### src/rtl/soft_reset_gen.sv
// Downstream active-low reset generator: async assert, sync release after a programmable hold,
// plus soft-reset requests with a completion ACK. Optional retrigger: SOFT_RESET_GEN_RETRIGGER_EN.
module soft_reset_gen #(
  parameter int RSTDELAY = 4,
  parameter int CNT_W    = 8
) (
  input  logic CLK,
  input  logic RST,
  input  logic REQ,
  output logic OUT_RST_N,
  output logic BUSY,
  output logic ACK
);

  typedef enum logic {HOLD = 1'b0, IDLE = 1'b1} state_t;

  localparam logic [CNT_W-1:0] LAST = CNT_W'(RSTDELAY - 1);

  state_t           state;
  logic [CNT_W-1:0] cnt;
  logic             s0;
  logic             s1;

  always_ff @(posedge CLK or posedge RST) begin
    if (RST) begin
      state     <= HOLD;
      cnt       <= '0;
      OUT_RST_N <= 1'b0;
      BUSY      <= 1'b1;
      ACK       <= 1'b0;
      s0        <= 1'b0;
      s1        <= 1'b0;
    end else begin
      s0  <= 1'b1;
      s1  <= s0;
      ACK <= 1'b0;
      case (state)
        HOLD: begin
          // Counting waits until the release synchronizer has filled.
          if (s1) begin
`ifdef SOFT_RESET_GEN_RETRIGGER_EN
            if (REQ) begin
              cnt <= '0;
            end else if (cnt == LAST) begin
`else
            if (cnt == LAST) begin
`endif
              state     <= IDLE;
              OUT_RST_N <= 1'b1;
              BUSY      <= 1'b0;
              ACK       <= 1'b1;
              cnt       <= '0;
            end else begin
              cnt <= cnt + 1'b1;
            end
          end
        end
        IDLE: begin
          if (REQ) begin
            state     <= HOLD;
            OUT_RST_N <= 1'b0;
            BUSY      <= 1'b1;
            cnt       <= '0;
          end
        end
        default: state <= HOLD;
      endcase
    end
  end

endmodule

### config.mk
export PLATFORM = sky130hd
export DESIGN_NAME = soft_reset_gen
export DESIGN_NICKNAME = d
export VERILOG_FILES = /design/src/rtl/soft_reset_gen.sv
export SDC_FILE = /design/constraint.sdc
export NUM_CORES = 1
export LEC_CHECK = 0
export BUFFER_PORTS_ARGS = -buffer_cell sky130_fd_sc_hd__buf_2
export CORE_UTILIZATION = 40
export CTS_BUF_LIST = sky130_fd_sc_hd__clkbuf_4 sky130_fd_sc_hd__clkbuf_8 sky130_fd_sc_hd__clkbuf_16
export CTS_CLUSTER_SIZE = 10
export DETAILED_ROUTE_END_ITERATION = 16
export SLEW_MARGIN = 20
export SYNTH_ARGS = -nofsm -noshare
export SYNTH_HDL_FRONTEND = slang
export SYNTH_SLANG_ARGS = --single-unit
### constraint.sdc
create_clock -name CLK -period 1.52 [get_ports CLK]
set_input_delay 0.38 -clock CLK [delete_from_list [all_inputs] [get_ports CLK]]
set_output_delay 0.38 -clock CLK [all_outputs]
set_load 0.005 [all_outputs]
==> results.py, run 1 <==
metrics = {
    "clock_network": {
        "tritoncts": "yes",
        "root_buffer": "clkbuf_4",
        "cts.path.max_buffers": 2,
        "hold_buffers": 0,
        "clk_latency_ns": 0.28,
        "clkSinkCount": 14,
        "numCtsBuffers": 3,
        "cts_max_level": 1,
        "path_clk_slew_ns": 0.09,
    },
    "timing": {
        "relSlewSlack_pct": 64.3,
        "setup_violations": 10,
        "rsz0062_at_grt": "yes",
        "slew_viol_final": 0,
        "period_needed_ns": 1.64,
        "post-route-period-util_pct": 108,
        "skew_ns": 0.00389,
        "fmax_mhz": 609,
        "worst_slew_pin_slew_ns": 0.535,
        "tns_ns": -0.954,
        "hold_violations": 0,
        "setup_slack_ns": -0.121,
    },
    "route": {
        "drt_first_iter_violations": 5,
        "via_count": 531,
        "firstDrtPassIters": 4,
        "post_drt_via_cell_ratio": 5.36,
        "final_antenna_net_count": 0,
        "wl_per_cell_um": 13.0,
        "remaining_drc_errors": 0,
        "wl_um": 1290,
    },
    "place": {
        "dpl_cell_area_um2": 800,
        "gp_congestion": 0.762,
        "io_buffers": 5,
        "dp_hpwl_um": 920,
        "dp_slack_ns": -0.131,
    },
    "yosys": {
        "ys_seq_elements": 14,
        "async_flop_share_pct": 100,
        "synth.distinct_cells": 28,
        "netlist_instances": 61,
        "syn-cell-area_um2": 684,
        "yosys_warnings": 0,
        "ys.flop_type": "dfrtp_1",
        "synth_nets": 66,
        "synth_edf_count": 0,
        "syn_avg_cell_area_um2": 11.2,
        "yosysSeqAreaShare_pct": 51.4,
    },
    "outcome": {
        "violations": "negative setup slack",
        "status": "complete, but fails checks",
    },
    "critical_path": {
        "reg2reg_from": "cnt[1]$_DFFE_PP0P_",
        "cp-start-kind": "flop",
        "path_max_fanout": 5,
        "critPathKind": "reg2reg",
        "crit_path_end_kind": "flop",
        "worstSetupStartpoint": "cnt[1]$_DFFE_PP0P_",
        "crit_required_ns": 1.70,
        "cp.arrival_ns": 1.82,
    },
    "die": {
        "start_util_pct": 43.9,
        "io_pins": 6,
        "dieArea_mm2": 0.00188,
        "core_area_mm2": 0.00156,
        "rows": 14,
        "fp.dieW_um": 43.4,
        "fp.dieH_um": 43.4,
    },
    "cells_and_area": {
        "fillers": 135,
        "n_antenna_cell": 0,
        "syn_to_final_growth_pct": 30.3,
        "drive_above_1_share_pct": 42.2,
        "stdcell_area_um2": 892,
        "nets": 89,
    },
    "power_and_ir_drop": {
        "ir_worst_vdd_mv": 0.794,
        "power_density_mw_per_mm2": 1490,
        "power.leakage_nw": 0.403,
    },
    "global_route": {
        "grt_max_degree": 15,
        "grt_pass1_vias": 492,
        "antenna_found_initial": 0,
        "grt_usage_pct": 16.5,
        "grt_remaining_overflow": 0,
        "grt_pass1_wl_um": 2150,
    },
    "flow_run": {
        "cap_violations": 0,
    },
    "min_path": {
        "hp-class": "in2async",
    },
}
power by group:
part	internal (mW)	total [mW]	switching (mW)
logic	0.259	0.459	0.200
registers	0.489	0.599	0.110
clock network	0.146	0.271	0.125
total	0.894	1.33	0.435
flip-flops by register name, indices dropped and copies added, names as in the netlist:
name and cells:
ACK 1, s0 1, BUSY 1, cnt 8, s1 1, OUT_RST_N 1
state 1
worst max-delay path: stages (launching register included):
cell and delay (ns):
dfrtp_1 0.36, ha_2 0.18, or4b_4 0.47, nor4_4 0.14, buf_4 0.18, o21ba_4 0.17
nor2_1 0.04
path summary, 6_finish.rpt:
check	endpoint	slack, ns	depth (start not counted)
worst min-delay path	s0$_DFF_PP0_	0.12	2
min in group CLK	s1$_DFF_PP0_	0.35	0
worst max register to register	cnt[7]$_DFFE_PP0P_	-0.12	6
max in group asynchronous	BUSY$_DFFE_PP1P_	1.04	2
worst max-delay path	cnt[7]$_DFFE_PP0P_	-0.12	6
worst min register to register	s1$_DFF_PP0_	0.35	0
logic make-up (layout without fill, tap and decap cells):
logic type / Yosys count / in the layout / share of synthesized area [%]
multiplexers: 2 / 2 / 3.47
buffers and inverters: 4 / 26 / 2.38
adder cells (fa/ha/maj): 2 / 2 / 3.66
flip-flops: 14 / 14 / 51.4
AO/OA/AOI/OAI: 12 / 12 / 12.4
XOR/XNOR: 4 / 4 / 5.12
AND/OR/NAND/NOR: 22 / 22 / 21.0
other: 1 / 1 / 0.548
per-layer routing:
metal	up-vias	global-route usage, %	part of all wire, %
met5	-	0	0
met4	0	11.3	1.6
met3	4	3.75	3.6
met2	13	25.5	49
met1	257	20.8	46
li1	257	-	-
through the flow:
step	power (mW)	hold WS, ns	instances	util [%]
detailed placement	1.01	0.337	91	51.3
CTS	1.28	0.134	95	53.6
finish	1.33	0.116	99	57.2
global route	1.42	0.168	99	57.2
global placement	0.998	0.334	91	51.3
floorplan	0.829	0.269	61	-
synthesized netlist by cell type (2+ instances only):
| cell | instances | area [µm²] |
|---|---|---|
| nand3_1 | 3 | 15.0 |
| xnor2_1 | 4 | 35.0 |
| o31ai_1 | 2 | 15.0 |
| dfrtp_1 | 13 | 325 |
| nand2_1 | 5 | 18.8 |
| nor2_1 | 5 | 18.8 |
| ha_1 | 2 | 25.0 |
| nor3_1 | 2 | 10.0 |
| inv_1 | 3 | 11.3 |
| a21oi_1 | 4 | 20.0 |
repair_timing:
action / CTS / global route
resized for setup: 0 / 7
buffers inserted: 0 / 4
hold endpoints to repair: 0 / 0
pin swaps: 0 / 5
endpoints found under the setup margin: 10 / 10
cell type report:
type	instances	area, µm²	share of cell area, %
inverter	3	11.3	1.26
sequential	14	352	39.4
timing repair buffer	19	130	14.6
tap	16	20.0	2.24
clock buffer	4	36.3	4.07
multi-input combinational	43	343	38.4
placed cells by master, fill, tap and decap left out, drive strengths merged:
master / count
o2bb2ai: 1
o21ai: 1
nor4: 1
o31a: 1
nor3: 2
a32o: 1
dfstp: 1
ha: 2
a21boi: 1
nand2b: 1
nor2: 5
a21oi: 4
dfrtp: 13
nand3: 3
mux2i: 2
nor2b: 1
and4bb: 1
inv: 3
or4b: 1
clkbuf: 4
nor4b: 1
xnor2: 4
buf: 19
o31ai: 2
o21ba: 1
conb: 1
nand2: 6
Power figures use the tool's default switching activity.
==> run 2, diff against run 1 <==
--- a/config.mk
+++ b/config.mk
@@ -6,6 +6,7 @@
 export NUM_CORES = 1
 export LEC_CHECK = 0
 export BUFFER_PORTS_ARGS = -buffer_cell sky130_fd_sc_hd__buf_2
+export CORE_ASPECT_RATIO = 0.9
 export CORE_UTILIZATION = 40
 export CTS_BUF_LIST = sky130_fd_sc_hd__clkbuf_4 sky130_fd_sc_hd__clkbuf_8 sky130_fd_sc_hd__clkbuf_16
 export CTS_CLUSTER_SIZE = 10
==> results.py, run 2 (same netlist as run 1, synthesis figures left out) <==
metrics = {
    "flow_run": {
        "cap_violations": 0,
    },
    "die": {
        "dieArea_mm2": 0.00188,
        "fp.dieW_um": 45.6,
        "core_area_mm2": 0.00151,
        "rows": 13,
        "fp.dieH_um": 41.2,
        "start_util_pct": 45.2,
        "io_pins": 6,
    },
    "place": {
        "gp_congestion": 0.880,
        "dp_hpwl_um": 926,
        "dp_slack_ns": -0.145,
        "placed_cells": 98,
        "io_buffers": 5,
    },
    "critical_path": {
        "crit_path_cell_trace": "ha_1 -> or4b_4 -> nor4_4 -> buf_4 -> nand2_2 -> a21boi_1",
        "critPathKind": "reg2reg",
        "cp.arrival_ns": 1.88,
        "path_max_fanout": 5,
        "critPathTopFamily": "simple AND/OR/NAND/NOR gates",
        "r2r_slack_ns": -0.15,
        "slowest_stage": "or4b_4",
        "crit_path_end_kind": "flop",
        "cpPeakStageDelay_ns": 0.47,
        "cp-start-kind": "flop",
        "crit_required_ns": 1.73,
        "crit_buf_inv": 1,
    },
    "global_route": {
        "grt_pass1_wl_um": 2180,
        "grt_max_degree": 15,
        "antenna_found_initial": 0,
        "grt_usage_pct": 17.7,
        "grt_pass1_vias": 470,
        "grt_remaining_overflow": 0,
    },
    "outcome": {
        "status": "complete, but fails checks",
        "violations": "negative setup slack",
    },
    "clock_network": {
        "cts.path.max_buffers": 2,
        "tritoncts": "yes",
        "clkSinkCount": 14,
        "clk_latency_ns": 0.28,
        "hold_buffers": 0,
        "cts_resized": 0,
        "path_clk_slew_ns": 0.09,
        "cts_max_level": 1,
        "cts_setup_buffers": 2,
        "root_buffer": "clkbuf_4",
        "numCtsBuffers": 3,
    },
    "timing": {
        "worst_slew_pin_slew_ns": 0.525,
        "relSlewSlack_pct": 65.0,
        "slew_viol_final": 0,
        "setup_violations": 10,
        "skew_ns": 0.000694,
        "period_needed_ns": 1.67,
        "rsz0062_at_grt": "yes",
        "fmax_mhz": 599,
        "hold_violations": 0,
        "setup_slack_ns": -0.150,
        "post-route-period-util_pct": 110,
    },
    "route": {
        "final_antenna_net_count": 0,
        "wl_per_cell_um": 12.3,
        "firstDrtPassIters": 4,
        "drt_first_iter_violations": 14,
        "post_drt_via_cell_ratio": 4.68,
        "remaining_drc_errors": 0,
        "via_count": 487,
        "wl_um": 1280,
    },
    "cells_and_area": {
        "syn_to_final_growth_pct": 26.5,
        "n_antenna_cell": 0,
        "final_util_pct": 57.2,
        "instances_no_fill": 104,
        "drive_above_1_share_pct": 35.4,
        "largest_reg_flops": 8,
        "nets": 88,
        "final_cell_mix": "dfrtp_1 (13), buf_4 (13), nor2_1 (5), nand2_1 (5), buf_2 (5)",
        "regMostFlops": "cnt",
    },
    "power_and_ir_drop": {
        "power_mw": 1.27,
        "power.leakage_nw": 0.405,
        "power_density_mw_per_mm2": 1460,
        "ir_worst_vdd_mv": 0.725,
    },
    "min_path": {
        "hp-class": "in2async",
    },
}
run 2: metal layers:
layer	vias to the layer above	global-route usage, %	share of wire, %
li1	256	-	-
met1	222	24.3	52
met2	7	23.9	45
met3	2	6.61	2.8
met4	0	9.09	0.78
met5	-	0	0
run 2: final timing paths:
path,from,endpoint,depth (start not counted)
max in group asynchronous,RST,BUSY$_DFFE_PP1P_,2
hold / removal,RST,cnt[5]$_DFFE_PP0P_,2
hold reg to reg,s0$_DFF_PP0_,s1$_DFF_PP0_,0
setup / recovery,cnt[0]$_DFFE_PP0P_,OUT_RST_N$_DFFE_PP0P_,6
setup reg to reg,cnt[0]$_DFFE_PP0P_,OUT_RST_N$_DFFE_PP0P_,6
min in group CLK,s0$_DFF_PP0_,s1$_DFF_PP0_,0
run 2: worst register-to-register path, delay by kind of cell (launching register included):
kind                     cells  cell delay, ns
flip-flops                   1            0.37
AND/OR/NAND/NOR              3            0.72
adder cells (fa/ha/maj)      1            0.16
AO/OA/AOI/OAI                1            0.15
buffers and inverters        1            0.19
run 2: layout make-up:
type | count | area (µm²)
Fill cell | 133 | 647
Sequential cell | 14 | 352
Multi-Input combinational cell | 43 | 317
Timing Repair Buffer | 18 | 123
Clock buffer | 4 | 36.3
Tap cell | 22 | 27.5
Inverter | 3 | 11.3
run 2: report_power, final:
group          total [mW]  switching, mW  internal (mW)
registers           0.590          0.101          0.489
logic               0.405          0.182          0.223
clock network       0.273          0.127          0.146
run 2: through the flow:
step | cell area (µm²) | hold WS, ns | setup TNS (ns)
after global routing | 866 | 0.155 | -2.10
after CTS | 866 | 0.133 | -0.702
after global placement | 815 | 0.337 | -0.989
final | 866 | 0.117 | -1.14
after detailed placement | 815 | 0.341 | -1.21
after floorplan | 684 | 0.269 | -0.428
==> run 3, diff against run 2 <==
--- a/config.mk
+++ b/config.mk
@@ -11,6 +11,7 @@
 export CTS_BUF_LIST = sky130_fd_sc_hd__clkbuf_4 sky130_fd_sc_hd__clkbuf_8 sky130_fd_sc_hd__clkbuf_16
 export CTS_CLUSTER_SIZE = 10
 export DETAILED_ROUTE_END_ITERATION = 16
+export SETUP_SLACK_MARGIN = 0.4
 export SLEW_MARGIN = 20
 export SYNTH_ARGS = -nofsm -noshare
 export SYNTH_HDL_FRONTEND = slang
==> results.py, run 3 (same netlist as run 1, synthesis figures left out) <==
metrics = {
    "outcome": {
        "status": "complete, but fails checks",
        "violations": "negative setup slack",
    },
    "timing": {
        "rsz0062_at_grt": "yes",
        "setup_violations": 10,
        "slew_viol_final": 0,
        "period_needed_ns": 1.65,
        "worst_slew_pin_slew_ns": 0.519,
        "skew_ns": 0.00111,
        "fmax_mhz": 607,
        "post-route-period-util_pct": 108,
        "relSlewSlack_pct": 65.4,
        "setup_slack_ns": -0.128,
        "hold_violations": 0,
    },
    "cells_and_area": {
        "final_common_cell": "buf_4",
        "final_cell_mix": "buf_4 (14), dfrtp_1 (12), nor2_1 (5), nand2_1 (5)",
        "nets": 91,
        "drive_above_1_share_pct": 42.4,
        "regMostFlops": "cnt",
        "syn_to_final_growth_pct": 35.8,
        "instances_no_fill": 107,
        "stdcell_area_um2": 930,
        "n_antenna_cell": 0,
        "fillers": 125,
        "largest_reg_flops": 8,
    },
    "clock_network": {
        "clk_latency_ns": 0.28,
        "cts.path.max_buffers": 2,
        "root_buffer": "clkbuf_4",
        "cts_max_level": 1,
        "path_clk_slew_ns": 0.08,
        "clkSinkCount": 14,
        "tritoncts": "yes",
        "numCtsBuffers": 3,
    },
    "route": {
        "via_count": 511,
        "wl_um": 1270,
        "final_antenna_net_count": 0,
        "remaining_drc_errors": 0,
        "drt_first_iter_violations": 6,
        "firstDrtPassIters": 2,
        "post_drt_via_cell_ratio": 4.78,
        "wl_per_cell_um": 11.8,
    },
    "critical_path": {
        "crit_path_cell_trace": "ha_2 -> or4b_4 -> nor4_4 -> buf_4 -> o21ba_2 -> nor2_1",
        "slowest_stage": "or4b_4",
        "crit_path_end_kind": "flop",
        "critPathKind": "reg2reg",
        "critPathTopFamily": "simple AND/OR/NAND/NOR gates",
        "cpPeakStageDelay_ns": 0.47,
        "crit_buf_inv": 1,
        "cp-start-kind": "flop",
        "crit_required_ns": 1.69,
        "path_max_fanout": 3,
        "cp.arrival_ns": 1.82,
    },
    "global_route": {
        "grt_max_degree": 15,
        "grt_pass1_vias": 472,
        "grt_usage_pct": 17.1,
        "grt_pass1_wl_um": 2080,
        "antenna_found_initial": 0,
        "grt_remaining_overflow": 0,
    },
    "place": {
        "gp_congestion": 0.759,
        "dpl_cell_area_um2": 801,
        "dp_hpwl_um": 909,
        "io_buffers": 5,
        "placed_cells": 95,
    },
    "power_and_ir_drop": {
        "power_density_mw_per_mm2": 1450,
        "ir_worst_vdd_mv": 0.988,
        "power.leakage_nw": 0.431,
        "power_mw": 1.35,
    },
    "die": {
        "fp.dieH_um": 41.2,
        "fp.dieW_um": 45.6,
        "dieArea_mm2": 0.00188,
        "start_util_pct": 45.2,
        "core_area_mm2": 0.00151,
        "io_pins": 6,
        "rows": 13,
    },
    "min_path": {
        "hp-class": "in2async",
    },
    "flow_run": {
        "cap_violations": 0,
    },
}
## run 3: metal layers
| metal | vias to the layer above | wire length [µm] | track usage [%] |
|---|---|---|---|
| met3 | 2 | 45 | 6.61 |
| met4 | 0 | 12 | 9.09 |
| met1 | 239 | 636 | 23.8 |
| li1 | 262 | - | - |
| met2 | 8 | 571 | 22.5 |
| met5 | - | 0 | 0 |
## run 3: area by class of cell
class,instances,area [µm²],area share (%)
inverter,3,11.3,1.21
timing repair buffer,21,159,17.1
multi-input combinational,43,343,36.9
tap,22,27.5,2.96
sequential,14,353,38.0
clock buffer,4,36.3,3.90
## run 3: path summary, 6_finish.rpt
| kind | from | endpoint | slack (ns) | cells past startpoint |
|---|---|---|---|---|
| max in group asynchronous | RST | s1$_DFF_PP0_ | 1.03 | 2 |
| worst max register to register | cnt[0]$_DFFE_PP0P_ | cnt[7]$_DFFE_PP0P_ | -0.13 | 6 |
| worst max-delay path | cnt[0]$_DFFE_PP0P_ | cnt[7]$_DFFE_PP0P_ | -0.13 | 6 |
| worst min-delay path | RST | cnt[1]$_DFFE_PP0P_ | 0.12 | 2 |
| min in group CLK | s0$_DFF_PP0_ | s1$_DFF_PP0_ | 0.37 | 0 |
| worst min register to register | s0$_DFF_PP0_ | s1$_DFF_PP0_ | 0.37 | 0 |
## run 3: per-stage QoR
stage	hold slack (ns)	util (%)	TNS (ns)	setup WS, ns
floorplan	0.269	-	-0.425	-0.0878
global placement	0.337	52.9	-0.529	-0.0871
detailed placement	0.350	52.9	-1.06	-0.146
global route	0.154	61.5	-1.68	-0.201
CTS	0.133	58.8	-0.875	-0.104
finish	0.120	61.5	-0.995	-0.128
## run 3: power breakdown
group	internal, mW	switching (mW)	leakage (nW)
clock network	0.146	0.116	0.0210
logic	0.286	0.204	0.238
registers	0.490	0.107	0.171
## run 3: repair_timing
action                                  CTS  global route
endpoints found under the setup margin   14            15
pin swaps                                 2             0
gates resized for setup                   4             4
hold buffers                              0             0
cloned                                    0             0
setup buffers                             5             3
